## config.mk

```make
export PLATFORM = sky130hd
export DESIGN_NAME = io_port_bank
export DESIGN_NICKNAME = d
export VERILOG_FILES = /design/src/rtl/io_pkg.sv /design/src/rtl/input_sync_edge.sv /design/src/rtl/io_port_bank.sv
export SDC_FILE = /design/constraint.sdc
export NUM_CORES = 1
export LEC_CHECK = 0
export CAP_MARGIN = 25
export CORE_ASPECT_RATIO = 0.5
export CORE_MARGIN = 10
export CORE_UTILIZATION = 35
export DETAILED_ROUTE_END_ITERATION = 10
export GPL_ROUTABILITY_DRIVEN = 0
export GPL_TIMING_DRIVEN = 0
export PLACE_DENSITY = 0.68
export SKIP_LAST_GASP = 1
export SLEW_MARGIN = 20
export SYNTH_ARGS = -nofsm -noshare
export SYNTH_HDL_FRONTEND = slang
export SYNTH_SLANG_ARGS = --single-unit
```

## constraint.sdc

```tcl
create_clock -name clk -period 1.3 [get_ports clk]
set_clock_uncertainty 0.2 [all_clocks]
set_input_delay 0.13 -clock clk [delete_from_list [all_inputs] [get_ports clk]]
set_output_delay 0.13 -clock clk [all_outputs]
set_load 0.02 [all_outputs]
```

## src/rtl/io_pkg.sv

```systemverilog
// Shared constants for the memory-mapped I/O port bank: port indices and
// the status-register field layout.
package io_pkg;

    localparam int unsigned DATA_W        = 32;

    localparam logic [1:0]  IOPORT_OUT0   = 2'd0;
    localparam logic [1:0]  IOPORT_OUT1   = 2'd1;
    localparam logic [1:0]  IOPORT_IN     = 2'd2;
    localparam logic [1:0]  IOPORT_STAT   = 2'd3;

    localparam int unsigned STAT_MASK_LSB = 16;

endpackage

```

## src/rtl/input_sync_edge.sv

```systemverilog
// Multi-flop synchroniser for asynchronous input pins, followed by a one-cycle
// history register used to detect rising edges on the synchronised level.
module input_sync_edge #(
    parameter int unsigned W      = 8,
    parameter int unsigned STAGES = 2
) (
    input  logic         clk,
    input  logic         reset_n,
    input  logic [W-1:0] pins_i,
    output logic [W-1:0] level_o,
    output logic [W-1:0] rise_o
);

    logic [STAGES-1:0][W-1:0] sync_q;
    logic [W-1:0]             prev_q;

    // Synchroniser shift chain; stage 0 is the metastability-exposed flop.
    always_ff @(posedge clk or negedge reset_n) begin
        if (!reset_n) begin
            sync_q <= '0;
        end else begin
            sync_q <= {sync_q[STAGES-2:0], pins_i};
        end
    end

    // History of the synchronised level; clearing it on reset makes a pin
    // that is already high at reset release show up as a rising edge.
    always_ff @(posedge clk or negedge reset_n) begin
        if (!reset_n) begin
            prev_q <= '0;
        end else begin
            prev_q <= sync_q[STAGES-1];
        end
    end

    assign level_o = sync_q[STAGES-1];
    assign rise_o  = sync_q[STAGES-1] & ~prev_q;

endmodule

```

## src/rtl/io_port_bank.sv

```systemverilog
// Memory-mapped I/O bank: two output registers, a synchronised input port,
// sticky rising-edge flags with W1C clear, an interrupt mask and a level irq.
module io_port_bank #(
    parameter int unsigned IN_WIDTH    = 8,
    parameter int unsigned OUT_WIDTH   = 8,
    parameter int unsigned SYNC_STAGES = 2
) (
    input  logic                 clk,
    input  logic                 reset_n,
    input  logic [3:0]           ioport_we,
    input  logic [31:0]          wd,
    input  logic [1:0]           ioport_rd_sel,
    output logic [31:0]          rd,
    input  logic [IN_WIDTH-1:0]  in_pins,
    output logic [OUT_WIDTH-1:0] out0,
    output logic [OUT_WIDTH-1:0] out1,
    output logic                 irq
);

    import io_pkg::*;

    logic [OUT_WIDTH-1:0] out0_q, out0_d;
    logic [OUT_WIDTH-1:0] out1_q, out1_d;
    logic [IN_WIDTH-1:0]  flags_q, flags_d;
    logic [IN_WIDTH-1:0]  mask_q, mask_d;
    logic                 irq_q, irq_d;
    logic [IN_WIDTH-1:0]  level_s;
    logic [IN_WIDTH-1:0]  rise_s;
    logic [IN_WIDTH-1:0]  clr_s;
    logic                 unused_wd_s;

    input_sync_edge #(
        .W      (IN_WIDTH),
        .STAGES (SYNC_STAGES)
    ) u_sync (
        .clk     (clk),
        .reset_n (reset_n),
        .pins_i  (in_pins),
        .level_o (level_s),
        .rise_o  (rise_s)
    );

    // Next state for all registers; strobe bits are independent so a
    // multi-hot write updates every selected port together.
    always_comb begin
        out0_d = out0_q;
        out1_d = out1_q;
        mask_d = mask_q;
        clr_s  = '0;
        if (ioport_we[IOPORT_OUT0]) begin
            out0_d = wd[OUT_WIDTH-1:0];
        end else begin
            out0_d = out0_q;
        end
        if (ioport_we[IOPORT_OUT1]) begin
            out1_d = wd[OUT_WIDTH-1:0];
        end else begin
            out1_d = out1_q;
        end
        if (ioport_we[IOPORT_STAT]) begin
            clr_s  = wd[IN_WIDTH-1:0];
            mask_d = wd[STAT_MASK_LSB +: IN_WIDTH];
        end else begin
            clr_s  = '0;
            mask_d = mask_q;
        end
        // A new rising edge wins over a W1C clear landing in the same cycle.
        flags_d = (flags_q & ~clr_s) | rise_s;
        irq_d   = |(flags_q & mask_q);
    end

    // State registers.
    always_ff @(posedge clk or negedge reset_n) begin
        if (!reset_n) begin
            out0_q  <= '0;
            out1_q  <= '0;
            flags_q <= '0;
            mask_q  <= '0;
            irq_q   <= 1'b0;
        end else begin
            out0_q  <= out0_d;
            out1_q  <= out1_d;
            flags_q <= flags_d;
            mask_q  <= mask_d;
            irq_q   <= irq_d;
        end
    end

    // Combinational read mux into the CPU load-data path.
    always_comb begin
        rd = 32'd0;
        case (ioport_rd_sel)
            IOPORT_OUT0: rd = DATA_W'(out0_q);
            IOPORT_OUT1: rd = DATA_W'(out1_q);
            IOPORT_IN:   rd = DATA_W'(level_s);
            IOPORT_STAT: rd = (DATA_W'(mask_q) << STAT_MASK_LSB) | DATA_W'(flags_q);
            default:     rd = 32'd0;
        endcase
    end

    assign unused_wd_s = ^wd;
    assign out0        = out0_q;
    assign out1        = out1_q;
    assign irq         = irq_q;

endmodule

```

==> results.yml, run 1 <==
clock_network:
  cts-root-buf: "clkbuf_16"
  htreeDepth: 3
  clkTransAtPathRegs_ns: 0.05
  cts_tree: "built"
  cts_max_path_buffers: 2
  cts_sinks: 57
  numCtsBuffers: 9
  clkLatencyLatePin_ns: 0.32
worst_setup_path:
  crit_fanout: 3
  cp.arrival_ns: 1.35
  endpoint_kind: "output port"
  cp.required_ns: 0.97
  startpoint_type: "flip-flop"
  critPathKind: "reg2out"
die:
  initial_core_util: 0.370
  dieHeight_um: 77.4
  std_cell_rows: 20
  io-pin-count: 97
  core_region_area_sq_mm: 0.00623
  dieArea_sq_mm: 0.0104
  die_w_um: 135
global_route:
  grt_max_degree: 58
  grt_usage: 0.116
  grt_pass1_vias: 1671
  antenna_found_initial: 0
  grt_pass1_wl_um: 9290
  grt.overflow.total: 0
route:
  drtIter0Drc: 80
  antenna_left: 0
  routedWlPerCell_um: 17.3
  wl_um: 6140
  drtPass1Iterations: 4
  drc_errors: 0
  routed_via_density: 4.40
  routed-via-count: 1562
sta:
  hold_violations: 5
  fin_crit_ns: 1.68
  rsz0062_at_grt: "true"
  fmax_mhz: 594
  tightest_slew_ns: 0.691
  min_period_over_period: 1.30
  hold_ws_ns: -0.0195
  setup_ws_ns: -0.384
  maxSlewViolCount: 0
  setup_viol: 19
  slew_headroom: 0.539
min_path:
  hp-class: "in2reg"
placement:
  port_buffers: 58
  pre_cts_ws_ns: -0.647
  placed_area_sq_mm: 0.00305
  dp_hpwl_um: 4110
  dp.cells: 312
synth:
  syn-cell-area_sq_mm: 0.00230
  ys_seq_elements: 57
  yosysSeqAreaShare: 0.619
  synth_cells: 151
  yosys_warnings: 0
  avgSynthCellArea_sq_um: 15.3
  synth.distinct_cells: 17
cells_and_area:
  stdcell_area_sq_mm: 0.00357
  nNetsFinal: 310
  layoutNonFillerInstCount: 355
  antennaDiodeCount: 0
  area_growth_pct: 54.9
  nFillCells: 487
  post-route-util: 0.573
  final_layout_size_suffix_gt1_frac: 0.581
status:
  violations: "negative hold slack, negative setup slack"
  status: "complete, but fails checks"
power:
  irDropWorstVdd_uv: 669
  p_per_area_mw_per_mm2: 1560
  p_leak_nw: 1.67
  fin_total_pwr_mw: 5.56
flow_run:
  cap_viol_max_count: 0
## what timing repair did
| item | 4_1_cts | 5_1_grt |
|---|---|---|
| setup buffers | 15 | 10 |
| setup endpoints to repair | 33 | 17 |
| pin swaps | 6 | 0 |
| hold buffers | 1 | 1 |
| endpoints found under the hold margin | 63 | 1 |
| gates resized for setup | 169 | 4 |
## routing by layer
| metal | wire, um | GRT usage |
|---|---|---|
| met5 | 0 | 0 |
| met3 | 510 | 0.0527 |
| met1 | 2500 | 0.133 |
| met4 | 99 | 0.0540 |
| met2 | 3030 | 0.181 |
## per-stage QoR
step | TNS [ns] | hold slack, ns
finish | -3.23 | -0.0195
global route | -3.84 | 0.00664
CTS | -3.41 | -0.0200
detailed placement | -8.71 | 0.0244
global placement | -112.08 | 0.133
floorplan | -0.00300 | -0.366
## path summary, 6_finish.rpt
kind,startpoint,endpoint,slack [ns],cells past startpoint
min reg2reg,u_sync.sync_q[1]$_DFF_PN0_,u_sync.level_o[1]$_DFF_PN0_,0.15,0
min in group asynchronous,reset_n,u_sync.prev_q[2]$_DFF_PN0_,0.20,2
max in group asynchronous,reset_n,out1[1]$_DFFE_PN0P_,0.20,2
max,out1[1]$_DFFE_PN0P_,rd[1],-0.38,2
min,ioport_we[3],mask_q[7]$_DFFE_PN0P_,-0.02,2
max reg2reg,flags_q[6]$_DFF_PN0_,irq$_DFF_PN0_,0.04,4
## cell type report
class	count	area, sq um	share of cell area
sequential	57	1450	0.405
tap	88	110	0.0308
buffer	24	179	0.0501
timing repair buffer	85	727	0.204
inverter	8	30.0	0.00841
multi-input combinational	77	737	0.206
clock inverter	4	73.8	0.0207
clock buffer	12	267	0.0747
## power breakdown
| group | total [mW] | leakage [nW] | switching [mW] | internal, mW |
|---|---|---|---|---|
| Combinational | 0.944 | 0.857 | 0.440 | 0.503 |
| Clock | 2.60 | 0.169 | 0.770 | 1.83 |
| Sequential | 2.02 | 0.644 | 0.0879 | 1.93 |
| Total | 5.56 | 1.67 | 1.30 | 4.26 |
## flip-flops by register name, summed over array words and instances, names as in the netlist
| signal | flops |
|---|---|
| u_sync.prev_q | 8 |
| mask_q | 8 |
| u_sync.sync_q | 8 |
| flags_q | 8 |
| irq | 1 |
| out1 | 8 |
| out0 | 8 |
| u_sync.level_o | 8 |
## synth_stat cells
library cell / instances / area (sq um)
clkbuf_2: 1 / 5.00
nand4_1: 1 / 6.26
clkbuf_1: 1 / 3.75
buf_8: 1 / 15.0
and3_2: 8 / 60.1
mux2_2: 24 / 270
a22oi_1: 4 / 30.0
conb_1: 1 / 3.75
a22o_1: 8 / 70.1
mux4_1: 6 / 158
nand2_1: 8 / 30.0
buf_4: 16 / 120
buf_2: 4 / 20.0
mux4_2: 2 / 45.0
inv_1: 8 / 30.0
buf_6: 1 / 11.3
dfrtp_1: 57 / 1430
## worst max-delay path, stage by stage, from the launching register on
cell and delay [ns]:
dfrtp_2 0.41, mux4_2 0.47, buf_6 0.15
## kinds of logic (layout without fill, tap and decap cells)
kind of cell	Yosys count	after routing	synth area share
compound gates	12	12	0.0434
buf+inv	32	133	0.0890
flops	57	57	0.619
mux	32	32	0.205
other cells	1	16	0.00163
simple gates	17	17	0.0418
## layout by cell type, fill, tap and decap left out, drive strengths merged
| cell type | instances |
|---|---|
| nand2 | 8 |
| clkdlybuf4s50 | 24 |
| nand4 | 1 |
| clkbuf | 15 |
| conb | 16 |
| a22oi | 4 |
| dlygate4sd3 | 2 |
| mux4 | 8 |
| clkdlybuf4s15 | 1 |
| and3 | 8 |
| dfrtp | 57 |
| inv | 8 |
| bufinv | 2 |
| mux2 | 24 |
| buf | 79 |
| a22o | 8 |
| clkinv | 2 |
No activity file was read; power rests on OpenSTA's default activity.
==> inputs of run 2 (changes only) <==
Settings changed: MAX_ROUTING_LAYER from default to met4.
==> run 2 against run 1 <==
  * The flow still finishes with violations (negative hold slack, negative setup slack)
  * Via count increased by 0.83%
  * Critical path type unchanged
  * Critical endpoint unchanged
  * Hold slack got worse by 0.0065 ns
  * Clock power about the same
  * Setup slack got worse by 0.013 ns
  * Register-to-register slack about the same
  * First-iteration DRC count increased by 14%
  * Sequential power about the same
  * Final cell count increased by 0.28%
  * Wire length increased by 0.62%
==> results.yml, run 2 (same netlist as run 1, synthesis figures left out) <==
status:
  status: "complete, but fails checks"
  violations: "negative hold slack, negative setup slack"
die:
  initial_core_util: 0.370
  dieHeight_um: 77.4
  die_w_um: 135
  io-pin-count: 97
  std_cell_rows: 20
  core_region_area_sq_mm: 0.00623
  dieArea_sq_mm: 0.0104
cells_and_area:
  area_growth_pct: 55.2
  final_cell_mix: "buf_4, dfrtp_1, mux2_2, clkdlybuf4s50_1, buf_2"
  final_layout_size_suffix_gt1_frac: 0.582
  antennaDiodeCount: 0
  stdcell_area_sq_mm: 0.00358
  nFillCells: 485
  mostFrequentLayoutCell: "buf_4"
  nNetsFinal: 311
worst_setup_path:
  cpMaxStageDelayCell: "mux4_2"
  reg2reg_from: "flags_q[6]$_DFF_PN0_"
  cpPeakStageDelay_ns: 0.48
  cp_cell_sequence: "mux4_2, buf_6"
  ff2ff_setup_slack_ns: 0.03
  cp-endpoint: "rd[1]"
  crit_fanout: 3
  critPathLaunch: "out1[1]$_DFFE_PN0P_"
  critPathKind: "reg2out"
  startpoint_type: "flip-flop"
  cp.arrival_ns: 1.37
  worstRegToRegCells: 4
  cp.required_ns: 0.97
  endpoint_kind: "output port"
  rr_endpoint: "irq$_DFF_PN0_"
placement:
  dp_hpwl_um: 4110
  placed_area_sq_mm: 0.00305
  port_buffers: 58
sta:
  tightest_slew_ns: 0.690
  fin_crit_ns: 1.70
  maxSlewViolCount: 0
  finalSetupTns_ns: -3.36
  hold_violations: 5
  fmax_mhz: 589
  slew_headroom: 0.540
  hold_ws_ns: -0.0260
  rsz0062_at_grt: "true"
  setup_viol: 21
  min_period_over_period: 1.31
  setup_ws_ns: -0.397
route:
  drtIter0Drc: 91
  routed_via_density: 4.42
  antenna_left: 0
  routed-via-count: 1575
  drc_errors: 0
  wl_um: 6180
  routedWlPerCell_um: 17.4
  drtPass1Iterations: 4
global_route:
  busiest_layer: "met2"
  grt.overflow.total: 0
  use_met1: 0.138
  grt_pass1_vias: 1656
  antenna_found_initial: 0
  grt_pass1_wl_um: 9320
  grt_max_degree: 58
  grt_usage: 0.120
  grtUsageMet3: 0.0508
  met2_usage: 0.181
clock_network:
  cts-root-buf: "clkbuf_16"
  cts_max_path_buffers: 2
  cts_tree: "built"
  numCtsBuffers: 9
  clkTransAtPathRegs_ns: 0.05
  htreeDepth: 3
  clkLatencyLatePin_ns: 0.33
  cts_sinks: 57
power:
  p_per_area_mw_per_mm2: 1560
  p_leak_nw: 1.67
  irDropWorstVdd_uv: 667
  fin_total_pwr_mw: 5.57
flow_run:
  cap_viol_max_count: 0
min_path:
  hp-class: "in2reg"
## run 2: changes by cell type in the layout (fill, tap and decap cells not counted), sizes merged
cell,change
buf,+1
## run 2: final cells by class
cell class	instances	area (sq um)	area share
multi-input cells	77	737	0.206
repair buffers	86	734	0.205
well taps	88	110	0.0308
flip-flops and latches	57	1450	0.404
inverters	8	30.0	0.00839
clock inverters	4	73.8	0.0206
clock buffers	12	267	0.0745
plain buffers	24	179	0.0500
## run 2: critical path: cells and delay by family (launching register included)
| family | cells | cell delay [ns] |
|---|---|---|
| buffers and inverters | 1 | 0.15 |
| multiplexers | 1 | 0.48 |
| flip-flops | 1 | 0.41 |
## run 2: through the flow
step,setup WS (ns),util,std cells
final,-0.397,0.574,356
after global routing,-0.412,0.574,356
after CTS,-0.394,0.559,344
after detailed placement,-0.647,0.489,312
after global placement,-1.96,0.489,312
after floorplan,-0.000374,-,166
## run 2: report_power, final
part | total [mW] | switching (mW) | internal, mW
clock network | 2.61 | 0.776 | 1.83
logic | 0.949 | 0.442 | 0.507
registers | 2.02 | 0.0884 | 1.93
## run 2: how the worst min path moves through the flow
stage | from | to | slack [ns] | cells after the start
after floorplan | reset_n | flags_q[0]$_DFF_PN0_ | -0.37 | 0
after global placement | u_sync.sync_q[5]$_DFF_PN0_ | u_sync.level_o[5]$_DFF_PN0_ | 0.13 | 0
after detailed placement | reset_n | u_sync.prev_q[2]$_DFF_PN0_ | 0.02 | 1
after CTS | ioport_we[3] | mask_q[7]$_DFFE_PN0P_ | -0.02 | 2
after global routing | ioport_we[3] | mask_q[7]$_DFFE_PN0P_ | 0.003 | 2
final | ioport_we[3] | mask_q[7]$_DFFE_PN0P_ | -0.03 | 2
## run 2: per-layer routing
metal  vias up  part of all wire
met5         -                 0
met3        10             0.057
met2        48              0.50
met4         0             0.016
met1       792              0.43
li1        725                 -
## run 2: repair_timing
| action | CTS | global route |
|---|---|---|
| gates resized for setup | 169 | 4 |
| setup endpoints to repair | 33 | 17 |
| cloned | 0 | 0 |
| setup buffers | 15 | 11 |
| pin swaps | 6 | 0 |
| endpoints found under the hold margin | 63 | 1 |
| hold buffers | 1 | 1 |
==> inputs of run 3 (changes only) <==
Settings changed: SETUP_SLACK_MARGIN from default to 0.05.
==> run 3 against run 2 <==
  * The run still ends with negative hold slack, negative setup slack left
  * Register-to-register slack improved by 0.08 ns
  * Die area did not move
  * Setup slack improved by 0.0078 ns
  * Clock-buffer cell count stayed put
  * Sequential cell count stayed put
  * Clock power is essentially flat
  * Critical path depth did not move
  * Largest cell class unchanged
  * Highest routed layer unchanged
==> results.yml, run 3 (same netlist as run 1, synthesis figures left out) <==
status:
  status: "complete, but fails checks"
  violations: "negative hold slack, negative setup slack"
global_route:
  grt.overflow.total: 0
  grt_max_degree: 58
  grt_pass1_vias: 1666
  grt_pass1_wl_um: 9360
  grt_usage: 0.120
  antenna_found_initial: 0
sta:
  fin_crit_ns: 1.69
  min_period_over_period: 1.30
  tightest_slew_ns: 0.502
  rsz0062_at_grt: "true"
  hold_ws_ns: -0.0201
  maxSlewViolCount: 0
  setup_ws_ns: -0.389
  fmax_mhz: 592
  setup_viol: 17
  hold_violations: 4
  slew_headroom: 0.666
die:
  core_region_area_sq_mm: 0.00623
  dieArea_sq_mm: 0.0104
  initial_core_util: 0.370
  dieHeight_um: 77.4
  std_cell_rows: 20
  io-pin-count: 97
  die_w_um: 135
power:
  p_leak_nw: 1.67
  p_per_area_mw_per_mm2: 1550
  fin_total_pwr_mw: 5.60
  irDropWorstVdd_uv: 691
flow_run:
  cap_viol_max_count: 0
route:
  routedWlPerCell_um: 17.2
  dr_wl_met2_um: 2980
  wl_um: 6070
  antenna_left: 0
  top_layer: "met4"
  wl_met3_um: 381
  drtPass1Iterations: 4
  routed_via_density: 4.37
  drc_errors: 0
  m1WireLength_um: 2610
  routed-via-count: 1544
  drtIter0Drc: 95
clock_network:
  cts-root-buf: "clkbuf_16"
  numCtsBuffers: 9
  clkLatencyLatePin_ns: 0.33
  clkTransAtPathRegs_ns: 0.05
  cts_sinks: 57
  cts_tree: "built"
  htreeDepth: 3
  cts_max_path_buffers: 2
worst_setup_path:
  endpoint_kind: "output port"
  cp.arrival_ns: 1.36
  reg2reg_from: "flags_q[2]$_DFF_PN0_"
  critPathKind: "reg2out"
  ff2ff_setup_slack_ns: 0.11
  startpoint_type: "flip-flop"
  cp-endpoint: "rd[1]"
  cp.required_ns: 0.97
  worstRegToRegCells: 4
  critPathLaunch: "out1[1]$_DFFE_PN0P_"
  crit_fanout: 3
  rr_endpoint: "irq$_DFF_PN0_"
cells_and_area:
  mostFrequentLayoutCell: "dfrtp_1"
  final_layout_size_suffix_gt1_frac: 0.589
  area_growth_pct: 56.3
  antennaDiodeCount: 0
  nNetsFinal: 308
  final_cell_mix: "dfrtp_1, buf_4, buf_6, mux2_2, clkdlybuf4s50_1"
placement:
  port_buffers: 58
  dp_hpwl_um: 4110
min_path:
  hp-class: "in2reg"
-- run 3: changes by cell type in the layout (fill, tap and decap cells not counted), sizes merged --
cell	previous run	this run
buf	80	78
clkdlybuf4s15	1	0
-- run 3: worst max-delay path: stages, from the launching register on --
cell and delay [ns]:
dfrtp_2 0.41, mux4_2 0.48, buf_6 0.15
-- run 3: timing repair --
item | 4_1_cts | 5_1_grt
gates resized for setup | 170 | 20
pin swaps | 6 | 2
setup endpoints to repair | 33 | 40
hold buffers | 1 | 1
endpoints found under the hold margin | 63 | 1
buffers inserted | 15 | 9
-- run 3: how the worst min path moves through the flow --
stage | startpoint | end | slack, ns | cells after the start
floorplan | reset_n | flags_q[0]$_DFF_PN0_ | -0.37 | 0
global placement | u_sync.sync_q[5]$_DFF_PN0_ | u_sync.level_o[5]$_DFF_PN0_ | 0.13 | 0
detailed placement | reset_n | u_sync.prev_q[2]$_DFF_PN0_ | 0.02 | 1
CTS | ioport_we[3] | mask_q[7]$_DFFE_PN0P_ | -0.02 | 2
global route | ioport_we[3] | mask_q[7]$_DFFE_PN0P_ | 0.001 | 2
finish | ioport_we[3] | mask_q[7]$_DFFE_PN0P_ | -0.02 | 2
-- run 3: where the power goes --
part           total [mW]  internal (mW)  switching (mW)
clock network        2.61           1.83           0.781
registers            2.02           1.93          0.0892
logic               0.967          0.521           0.446
total                5.60           4.28            1.32
-- run 3: layout make-up --
cell class,instances,area (sq um)
sequential,57,1450
multi-input combinational,77,752
clock inverter,4,73.8
inverter,8,30.0
clock buffer,12,267
tap,88,110
fill,486,2630
timing repair buffer,83,744
buffer,24,179
-- run 3: per-stage QoR --
| stage | worst slack [ns] | utilization | cells | setup TNS (ns) | cell area (sq um) |
|---|---|---|---|---|---|
| global placement | -1.96 | 0.489 | 312 | -112.08 | 3050 |
| floorplan | -0.000374 | - | 166 | -0.00300 | 2360 |
| CTS | -0.394 | 0.558 | 344 | -3.41 | 3480 |
| global route | -0.416 | 0.578 | 353 | -3.82 | 3600 |
| finish | -0.389 | 0.578 | 353 | -3.18 | 3600 |
| detailed placement | -0.647 | 0.489 | 312 | -8.71 | 3050 |
-- run 3: layer usage --
| metal | track usage | up-vias |
|---|---|---|
| li1 | - | 715 |
| met1 | 0.140 | 753 |
| met2 | 0.181 | 62 |
| met3 | 0.0501 | 14 |
| met4 | 0.0464 | 0 |
| met5 | - | - |
